--- config.mk ---
export PLATFORM = sky130hd
export DESIGN_NAME = ws281x_frame_driver
export DESIGN_NICKNAME = d
export VERILOG_FILES = /design/src/rtl/ws281x_frame_driver.sv
export SDC_FILE = /design/constraint.sdc
export NUM_CORES = 1
export LEC_CHECK = 0
export ABC_CLOCK_PERIOD_IN_PS = 5490
export BUFFER_PORTS_ARGS = -buffer_cell sky130_fd_sc_hd__buf_2
export CAP_MARGIN = 20
export CORE_MARGIN = 2
export CORE_UTILIZATION = 40
export DETAILED_ROUTE_END_ITERATION = 10
export GPL_TIMING_DRIVEN = 0
export MAX_ROUTING_LAYER = met4
export PLACE_DENSITY = 0.6
export SLEW_MARGIN = 30
export SYNTH_ARGS = -nofsm -noshare
export SYNTH_HDL_FRONTEND = slang
export SYNTH_SLANG_ARGS = --single-unit
--- constraint.sdc ---
create_clock -name clk -period 5.49 [get_ports clk]
set_input_delay 0.2745 -clock clk [delete_from_list [all_inputs] [get_ports clk]]
set_output_delay 0.2745 -clock clk [all_outputs]
set_load 0.01 [all_outputs]
--- src/rtl/ws281x_frame_driver.sv ---
// rtl/ws281x_frame_driver.sv - framed WS281x/SK6812 serial LED chain driver
//
// Purpose: on an accepted start, fetch one pixel per LED from an external
// store, scale it by a brightness value captured at start, and serialise it
// MSB first (G, R, B, then W when RGBW=1) as single-wire NRZ on DO. DO is then
// held low for RESET_CYCLES, after which done pulses for one cycle.
//
// Ports:
//   clk          system clock
//   reset        asynchronous, active-high reset
//   start        frame request, accepted only while idle
//   brightness   global scale, captured when start is accepted
//   address      pixel index presented to the store
//   red_in, green_in, blue_in, white_in
//                pixel at address (white_in only used when RGBW=1)
//   busy         high from the cycle after acceptance until done
//   done         one-cycle pulse at the end of the latch period
//   DO           serial data to the first LED
module ws281x_frame_driver #(
  parameter int NUM_LEDS     = 8,
  parameter int ADDR_W       = 3,
  parameter int RGBW         = 0,
  parameter int T0H_CYCLES   = 35,
  parameter int T1H_CYCLES   = 70,
  parameter int BIT_CYCLES   = 125,
  parameter int RESET_CYCLES = 5000
) (
  input  logic              clk,
  input  logic              reset,
  input  logic              start,
  input  logic [7:0]        brightness,
  output logic [ADDR_W-1:0] address,
  input  logic [7:0]        red_in,
  input  logic [7:0]        green_in,
  input  logic [7:0]        blue_in,
  input  logic [7:0]        white_in,
  output logic              busy,
  output logic              done,
  output logic              DO
);

  localparam int BPP = (RGBW != 0) ? 32 : 24;
  localparam int CW  = $clog2(BIT_CYCLES);
  localparam int LW  = $clog2(RESET_CYCLES + 1);

  localparam logic [CW-1:0]     CYC_LAST   = CW'(BIT_CYCLES - 1);
  localparam logic [CW-1:0]     CYC_SAMPLE = CW'(1);
  localparam logic [CW:0]       TH_ZERO    = (CW + 1)'(T0H_CYCLES);
  localparam logic [CW:0]       TH_ONE     = (CW + 1)'(T1H_CYCLES);
  localparam logic [4:0]        BIT_LAST   = 5'(BPP - 1);
  localparam logic [4:0]        BIT_PENULT = 5'(BPP - 2);
  localparam logic [ADDR_W-1:0] LED_LAST   = ADDR_W'(NUM_LEDS - 1);
  localparam logic [LW-1:0]     LAT_LAST   = LW'(RESET_CYCLES - 1);

  typedef enum logic [2:0] {
    S_IDLE,
    S_FETCH,
    S_LOAD,
    S_SEND,
    S_LATCH
  } state_t;

  state_t state_q, state_d;

  logic [CW-1:0]     cyc;
  logic [4:0]        bitn;
  logic [ADDR_W-1:0] led;
  logic [LW-1:0]     lat;
  logic [7:0]        bright_q;
  logic [31:0]       sr;
  logic [31:0]       shadow;
  logic [31:0]       scaled_pix;

  logic          bit_end, last_bit, last_led, lat_end;
  logic [CW:0]   cyc_inc;
  logic [CW:0]   th_cur;

  function automatic logic [7:0] scale(input logic [7:0] c, input logic [7:0] b);
    logic [15:0] p;
    p = {8'd0, c} * ({8'd0, b} + 16'd1);
    return 8'(p >> 8);
  endfunction

  // Pixels are kept left-aligned in 32 bits so the wire bit is always sr[31].
  assign scaled_pix = {scale(green_in, bright_q),
                       scale(red_in, bright_q),
                       scale(blue_in, bright_q),
                       (RGBW != 0) ? scale(white_in, bright_q) : 8'h00};

  assign bit_end  = (cyc == CYC_LAST);
  assign last_bit = (bitn == BIT_LAST);
  assign last_led = (led == LED_LAST);
  assign lat_end  = (lat == LAT_LAST);
  assign cyc_inc  = {1'b0, cyc} + 1'b1;
  assign th_cur   = sr[31] ? TH_ONE : TH_ZERO;

  always_ff @(posedge clk or posedge reset) begin
    if (reset) begin
      state_q <= S_IDLE;
    end else begin
      state_q <= state_d;
    end
  end

  always_comb begin
    state_d = state_q;
    case (state_q)
      S_IDLE:  if (start) state_d = S_FETCH;
      S_FETCH: state_d = S_LOAD;
      S_LOAD:  state_d = S_SEND;
      S_SEND:  if (bit_end && last_bit && last_led) state_d = S_LATCH;
      S_LATCH: if (lat_end) state_d = S_IDLE;
      default: state_d = S_IDLE;
    endcase
  end

  always_ff @(posedge clk or posedge reset) begin
    if (reset) begin
      cyc      <= '0;
      bitn     <= '0;
      led      <= '0;
      lat      <= '0;
      bright_q <= '0;
      sr       <= '0;
      shadow   <= '0;
      address  <= '0;
      busy     <= 1'b0;
      done     <= 1'b0;
      DO       <= 1'b0;
    end else begin
      done <= 1'b0;
      case (state_q)
        S_IDLE: begin
          address <= '0;
          if (start) bright_q <= brightness;
        end
        S_FETCH: begin
          busy <= 1'b1;
        end
        S_LOAD: begin
          // The store has seen address 0 since idle, so LED 0 is sampled here.
          sr   <= scaled_pix;
          cyc  <= '0;
          bitn <= '0;
          led  <= '0;
          DO   <= 1'b1;
        end
        S_SEND: begin
          if (!bit_end) begin
            cyc <= cyc + 1'b1;
            DO  <= (cyc_inc < th_cur);
          end else begin
            cyc <= '0;
            if (!last_bit) begin
              bitn <= bitn + 1'b1;
              sr   <= {sr[30:0], 1'b0};
              DO   <= 1'b1;
              // Entering the final bit: move the store on to the next LED.
              if (bitn == BIT_PENULT && !last_led) address <= led + 1'b1;
            end else if (!last_led) begin
              bitn <= '0;
              led  <= led + 1'b1;
              sr   <= shadow;
              DO   <= 1'b1;
            end else begin
              bitn    <= '0;
              led     <= '0;
              lat     <= '0;
              address <= '0;
              DO      <= 1'b0;
            end
          end
          // Two edges after the prefetch address change the store data is valid.
          if (last_bit && cyc == CYC_SAMPLE && !last_led) shadow <= scaled_pix;
        end
        S_LATCH: begin
          address <= '0;
          if (lat_end) begin
            lat  <= '0;
            busy <= 1'b0;
            done <= 1'b1;
          end else begin
            lat <= lat + 1'b1;
          end
        end
        default: ;
      endcase
    end
  end

endmodule

== Word level (Yosys, flattened, before mapping) ==
Cells that the tools add are included.
Operators by class
  $add $sub $neg: 6
  $mul: 3
  order comparisons: 1
  equal/unequal tests: 19
  muxes and demuxes: 36
  reduce and logical (&&, ||, !) cells: 21
Operator list (number)
  32-bit 2-to-1 mux: 3
  32-bit case mux with 2 select lines: 1
  13-bit 2-to-1 mux: 4
  8-bit by 16-bit multiplier with 16-bit output: 2
  3-bit 2-to-1 mux: 10
  13-bit case mux with 2 select lines: 1
  8-bit by 9-bit multiplier with 16-bit output: 1
  3-bit case mux with 5 select lines: 1
  7-bit 2-to-1 mux: 2
  7-bit case mux with 2 select lines: 1
  13-bit by 1-bit adder with 13-bit output (second input constant): 1
  13-bit equality test (second input constant): 1
  2-bit inequality test (second input constant): 6
  3-bit case mux with 2 select lines: 2
  5-bit equality test (second input constant): 2
  5-bit 2-to-1 mux: 2
  5-bit case mux with 2 select lines: 1
  8-bit by 1-bit adder with 9-bit output (second input constant): 1
  3-bit inequality test (second input constant): 3
  3-bit AND reduction: 3
  7-bit by 1-bit adder with 8-bit output (second input constant): 1
  8-bit by 7-bit less-than comparator with 1-bit output: 1
  2-bit AND reduction: 4
  4-bit AND reduction: 2
  15 further kinds: 30
Word-level totals
  register bits after elaboration: 101
  input bits: 43
  output and inout bits: 6
  logic and storage cells: 98

== Depth between registers and ports, before layout ==
Gate-level depths: netlist of the first run.
  depth in word-level cells: 7
  mapped depth: 20
  depth with buffers taken out: 19

== Worst setup path after synthesis of the first run ==
OpenSTA, ideal clock, no wires.
  path type: flip-flop to flip-flop
  from: register bright_q[0]
  to: register sr[30]
  setup time: 0.104 ns
  arrival: 5.062 ns
  data required time: 5.386 ns
  path slack: 0.324 ns
  stages on the path, launching flop included: 21
  buffers on the path: 1
  period minus slack after synthesis: 5.166 ns
  path through: dfrtp_1 -> ha_1 -> nand3_1 -> nor2_1 -> xor2_1 -> clkbuf_1 -> nand2_1 -> fa_1 -> inv_1 -> fa_1 -> fa_1 -> inv_1 -> fa_1 -> inv_1 -> ha_1 -> a211oi_1 -> o21bai_1 -> a21o_1 -> a221oi_1 -> xor2_1 -> a221oi_1
On the way
  word-level cells in the longest chain between the ends: 3
Ends and longest elaborated chain
  start: declaration: RTL line 69  | logic [7:0] bright_q;
  start signal: assignment: RTL line 135  | if (start) bright_q <= brightness;
  8-bit by 1-bit adder with 9-bit output: RTL line 80  | p = {8'd0, c} * ({8'd0, b} + 16'd1);
  8-bit by 16-bit multiplier with 16-bit output: RTL line 80
  32-bit case mux with 2 select lines: RTL line 132  | case (state_q)
  end signal: assignment: RTL line 142  | sr <= scaled_pix;
  end signal: assignment: RTL line 156  | sr <= {sr[30:0], 1'b0};
  end signal: assignment: RTL line 163  | sr <= shadow;
  end: declaration: RTL line 70  | logic [31:0] sr;
Every way passes these cells.
A chain may end at the register's enable or synchronous reset.

== Worst setup path in the final report of the first run ==
  from: register bright_q[0]
  to: register shadow[31]
On the way
  word-level cells in the longest chain between the ends: 2
Ends and longest elaborated chain
  8-bit by 1-bit adder with 9-bit output: RTL line 80
  8-bit by 16-bit multiplier with 16-bit output: RTL line 80
  end signal: assignment: RTL line 174  | if (last_bit && cyc == CYC_SAMPLE && !last_led) shadow <= scaled_pix;
  end: declaration: RTL line 71  | logic [31:0] shadow;
Every way passes these cells.

==> results of run 1 <==
[flip-flops by register name, summed over array words and instances, names as in the netlist]
register and flops:
shadow 24, sr 24, lat 13, bright_q 8, cyc 7, bitn 5, address 3, led 3
state_q 3, DO 1, busy 1, done 1
[power groups by stage]
| stage | combinational, W | sequential, W | clock [W] |
|---|---|---|---|
| after global routing | 0.00162 | 0.000809 | 0.000668 |
| after detailed placement | 0.00130 | 0.000810 | 0 |
| after global placement | 0.00127 | 0.000806 | 0 |
| after floorplan | 0.000951 | 0.000796 | 0 |
| after CTS | 0.00136 | 0.000798 | 0.000637 |
| final | 0.00143 | 0.000799 | 0.000623 |
[cell usage in the layout, fill, tap and decap left out, drive strengths merged, types with 4 or more instances in the layout]
cell type and instances:
buf 78, nand3 24, nand2b 6, fa 120
mux2 18, o21bai 4, inv 168, a21o 5
xor2 15, nor2 55, clkinv 5, a22o 4
nor4b 4, xnor2 33, nor3 10, o31ai 9
a21oi 54, a221oi 7, clkbuf 32, nand2 144
nor2b 18, a31oi 12, o21a 4, nand4 10
or3 8, and3 10, o22ai 9, o21ai 63
mux2i 5, dfrtp 93, ha 108, and2 145
[layout make-up]
| class | instances | area (um2) |
|---|---|---|
| well taps | 378 | 473 |
| flip-flops and latches | 93 | 2330 |
| repair buffers | 64 | 440 |
| inverters | 169 | 639 |
| clock inverters | 6 | 65.1 |
| diodes | 2 | 5.00 |
| multi-input cells | 952 | 8370 |
| plain buffers | 38 | 234 |
| clock buffers | 9 | 225 |
| fillers | 2689 | 14900 |
[critical path, cell delays in order (launching register included)]
cell      delay (ns)
dfrtp_2         0.45
ha_4            0.20
nand3_4         0.15
nor2_4          0.06
xor2_2          0.16
buf_4           0.17
buf_6           0.15
and2_1          0.18
fa_1            0.50
fa_1            0.51
fa_1            0.50
inv_1           0.05
fa_1            0.47
inv_1           0.04
ha_1            0.36
a21oi_2         0.16
o21ai_0         0.13
a41o_1          0.26
a311oi_2        0.28
xnor2_1         0.15
mux2_2          0.28
[layer usage]
| layer | share of wire (%) | track usage [%] | vias to the layer above |
|---|---|---|---|
| li1 | - | - | 4267 |
| met1 | 47 | 28.7 | 4580 |
| met2 | 47 | 33.3 | 169 |
| met3 | 4.1 | 3.45 | 48 |
| met4 | 2.3 | 6.12 | 0 |
| met5 | 0 | - | - |
[cells by family (layout without fill, tap and decap cells)]
group | after synthesis | after routing
other cells | 0 | 2
mux | 23 | 23
simple gates | 455 | 455
buf+inv | 209 | 286
flops | 93 | 93
fa+ha+maj | 228 | 228
compound gates | 198 | 198
xor+xnor | 48 | 48
[timing repair]
action,CTS,global route
pin swaps,6,12
buffers inserted,11,10
hold buffers,1,0
setup endpoints to repair,48,40
gates cloned,0,1
hold endpoints to repair,24,0
resized for setup,57,39
[worst max path at each step]
stage,start,slack (ns),to,cells after the start
detailed placement,bright_q[0],-1.02,sr[15],19
global placement,bright_q[0],-0.96,sr[15],19
finish,bright_q[0],0.14,shadow[31],20
global route,bright_q[0],-0.02,sr[30],20
floorplan,bright_q[0],0.32,sr[30],20
CTS,bright_q[2],0.002,sr[15],19
[through the flow]
stage	cell area [um2]	setup TNS (ns)	instances	hold slack (ns)
2_1_floorplan	11200	0	1254	0.426
3_3_place_gp	11900	-32.02	1672	0.463
3_5_place_dp	11900	-35.47	1673	0.249
4_1_cts	12500	0	1699	0.140
5_1_grt	12800	-0.0209	1711	0.143
6_report	12800	0	1711	0.150
==> results.yml, run 1 <==
logic_synthesis:
  synth_edf_count: 0
  synth_top_area_share_pct: 21.4
  muxShareOfSynthArea_pct: 2.25
  synth_top_family_by_area: "adder cells"
  syn_inst: 1254
  synthXorXnorAreaFrac_pct: 3.75
  synth_nets: 1525
  synthTopCellsByArea: "fa_1 (21%), dfrtp_1 (21%), ha_1 (12%)"
  async_flop_share_pct: 100
  ys_warn_count: 0
  synth-main-ff-cell: "dfrtp_1"
  synth.distinct_cells: 75
  synth_common_cells: "inv_1 (168), and2_1 (145), nand2_1 (144)"
  yosysSeqAreaShare_pct: 20.8
  synth-simple-area-share_pct: 21.3
  synth.avg_cell_area_um2: 8.94
  synth_top_area_cell: "fa_1"
  ys_ff_latch: 93
  synth.most_common_cell: "inv_1"
  synth_area_mm2: 0.0112
  synth-compound-area-share_pct: 11.3
  synth_adder_area_share_pct: 33.5
sta:
  rsz0062_at_grt: "yes"
  slew_viol_final: 0
  period_share_pct: 97.5
  worst_pin_slew_ns: 0.892
  skew_ns: 0.00421
  fin_crit_ns: 5.35
  setup_viol: 0
  worst_slack_ns: 0.140
  hold_viol: 0
  max-slew-margin-rel_pct: 40.3
  fmax_ghz: 0.187
drt:
  vias: 9064
  drt-wirelength-per-cell_um: 16.9
  viasPerCell: 5.30
  drc: 0
  routed_wl_um: 28900
  dr.pass1.iters: 5
  ant_nets: 0
  drt_iter0_markers: 505
clocking:
  cts.sinks: 93
  cts-root-buf: "clkbuf_16"
  cts_buffer_depth: 2
  tritoncts: "yes"
  htree_levels: 3
  insertion_delay_ns: 0.35
  path_clk_slew_ns: 0.07
  numCtsBuffers: 9
placement:
  pre_cts_ws_ns: -1.02
  place_congestion: 0.887
  dp.final_hpwl_um: 22100
  numPortBuffers: 40
critical_path:
  r2r_end: "shadow[31]"
  end_kind: "flop"
  arrival_ns: 5.59
  required_ns: 5.73
  worstSetupStartpointType: "flop"
  ff2ff_setup_slack_ns: 0.14
  worstPathMaxFanout: 10
  r2r_start: "bright_q[0]"
  critPathKind: "flop to flop"
  r2r_cells: 20
grt:
  grt_max_degree: 70
  first_global_vias: 9272
  overflow: 0
  grt_antenna_before_repair: 2
  grt_usage_pct: 21.3
  grt_pass1_wl_um: 47800
die:
  design.core.area_mm2: 0.0277
  fp.dieH_um: 171
  start_util_pct: 40.5
  io_pins: 49
  num_rows: 61
  die_w_um: 171
  die_area_mm2: 0.0294
power:
  p_sw_share_pct: 40.7
  vdd_drop_max_uv: 160
  powerDensity_mw_per_mm2: 223
  fin_total_pwr_w: 0.00285
  pwr-share-comb_pct: 50.1
  p_sw_w: 0.00116
  leakagePower_nw: 6.26
  clockPowerShare_pct: 21.9
  p_seq_share_pct: 28.1
  p_int_w: 0.00169
run:
  cap_violations: 0
run_status:
  run_status: "finished clean"
worst_hold_path:
  hp-start: "brightness[2]"
  whs_endpoint: "bright_q[2]"
  hold_path_depth: 2
  worstHoldPathType: "input port to flop"
cells_and_area:
  drive_above_1_share_pct: 13.3
  area_delta_synth_final_pct: 14.0
  final_util_pct: 46.1
  nNetsFinal: 1598
Power figures use the tool's default switching activity.
==> run 2: changes to the inputs <==
Settings changed: ABC_CLOCK_PERIOD_IN_PS 5490 to 6900, PLACE_DENSITY 0.6 to 0.58.
Clock period 5.49 ns to 6.9 ns, I/O delays scaled along.
==> results.yml, run 2 (synthesized netlist as in run 1, its figures left out) <==
run_status:
  run_status: "finished clean"
worst_hold_path:
  hold_path_depth: 2
  worstHoldPathType: "input port to flop"
placement:
  dp.final_hpwl_um: 22300
  numPortBuffers: 40
  pre_cts_ws_ns: 0.393
  dp.cells: 1673
  place_area_mm2: 0.0119
  place_congestion: 0.841
sta:
  fin_crit_ns: 6.50
  slew_viol_final: 0
  max-slew-margin-rel_pct: 33.7
  worst_pin_slew_ns: 0.992
  fmax_ghz: 0.154
  period_share_pct: 94.1
  worst_slack_ns: 0.404
  whs_ns: 0.213
  rsz0062_at_grt: "no"
  setup_viol: 0
  timing.setup.tns_ns: 0
  hold_viol: 0
  skew_ns: 0.00828
die:
  design.core.area_mm2: 0.0277
  fp.dieH_um: 171
  die_w_um: 171
  io_pins: 49
  die_area_mm2: 0.0294
  num_rows: 61
  start_util_pct: 40.5
grt:
  grt_max_degree: 57
  grt_pass1_wl_um: 47800
  grt_antenna_before_repair: 1
  overflow: 0
  first_global_vias: 9038
  grt_usage_pct: 21.4
critical_path:
  worstSetupStartpointType: "flop"
  end_kind: "flop"
  slowest_delay_ns: 0.69
  crit_slowest_cell: "xnor2_1"
  worstPathMaxFanout: 10
  ff2ff_setup_slack_ns: 0.40
  crit_top_cell: "fa_1"
  required_ns: 7.15
  arrival_ns: 6.74
  r2r_cells: 18
  critPathKind: "flop to flop"
  crit_chain: "ha_1 -> nand3_1 -> xnor2_1 -> clkbuf_1 -> and2_1 -> fa_1 -> fa_1 -> fa_1 -> inv_1 -> fa_1 -> inv_1 -> ha_1 -> o21ai_0 -> a21boi_0 -> nand4_1 -> o221ai_1 -> xnor2_1 -> a221o_1"
cells_and_area:
  layout_commonest_cell: "inv_1"
  nNetsFinal: 1578
  drive_above_1_share_pct: 8.00
  final_cell_mix: "inv_1 (167), and2_1 (145), nand2_1 (144)"
  top_regs: "shadow: 24 flops, sr: 24 flops, lat: 13 flops"
  fin_area_mm2: 0.0122
  area_delta_synth_final_pct: 9.12
  final_cell_count_no_fill: 1691
drt:
  dr.pass1.iters: 5
  routed_wl_um: 28500
  ant_nets: 0
  drt-wirelength-per-cell_um: 16.9
  drt_iter0_markers: 431
  viasPerCell: 5.24
  drc: 0
  vias: 8857
clocking:
  path_clk_slew_ns: 0.07
  cts_setup_buffers: 0
  tritoncts: "yes"
  cts_buffer_depth: 2
  numCtsBuffers: 9
  cts-root-buf: "clkbuf_16"
  insertion_delay_ns: 0.36
  htree_levels: 3
  cts.sinks: 93
power:
  leakagePower_nw: 6.02
  vdd_drop_max_uv: 115
  powerDensity_mw_per_mm2: 176
run:
  cap_violations: 0
[run 2: what timing repair did]
action / 4_1_cts / 5_1_grt
resized for setup: 0 / 1
endpoints found under the setup margin: 0 / 1
endpoints found under the hold margin: 37 / 0
hold buffers: 1 / 0
[run 2: final cells by class]
type / instances / area [um2]
Buffer: 40 / 166
Clock buffer: 9 / 225
Antenna cell: 1 / 2.50
Tap cell: 378 / 473
Timing Repair Buffer: 42 / 238
Fill cell: 2757 / 15500
Inverter: 169 / 639
Clock inverter: 7 / 63.8
Sequential cell: 93 / 2330
Multi-Input combinational cell: 952 / 8100
[run 2: path summary, 6_finish.rpt]
| kind | start | endpoint |
|---|---|---|
| setup / recovery | bright_q[0] | sr[15] |
| hold / removal | brightness[1] | bright_q[1] |
| setup reg to reg | bright_q[0] | sr[15] |
| hold reg to reg | shadow[8] | shadow[8] |
| max in group asynchronous | reset | shadow[18] |
| min in group asynchronous | reset | address[0] |
[run 2: metrics by stage]
| stage | util (%) | total power (W) |
|---|---|---|
| final | 44.2 | 0.00216 |
| after global placement | 42.9 | 0.00166 |
| after global routing | 44.2 | 0.00236 |
| after CTS | 44.1 | 0.00218 |
| after detailed placement | 43.0 | 0.00167 |
| after floorplan | - | 0.00139 |
[run 2: critical path: cells and delay by family, from the launching register on]
family	cells	cell delay, ns
AOI/OAI and AO/OA	4	1.08
xor gates and xnor gates	2	0.82
DFF	1	0.56
adders and majority gates	6	2.71
and+or+nand+nor	3	0.55
buffers and inverters	3	0.66
[run 2: power by group]
part | internal (W) | switching, W
combinational | 0.000411 | 0.000618
sequential | 0.000598 | 0.0000352
clock | 0.000254 | 0.000243
[run 2: per-layer routing]
metal	track usage, %	share of wire (%)	vias to the layer above
li1	-	-	4228
met1	29.8	49	4460
met2	34.0	47	143
met3	2.32	3.0	26
met4	4.72	1.4	0
met5	-	0	-
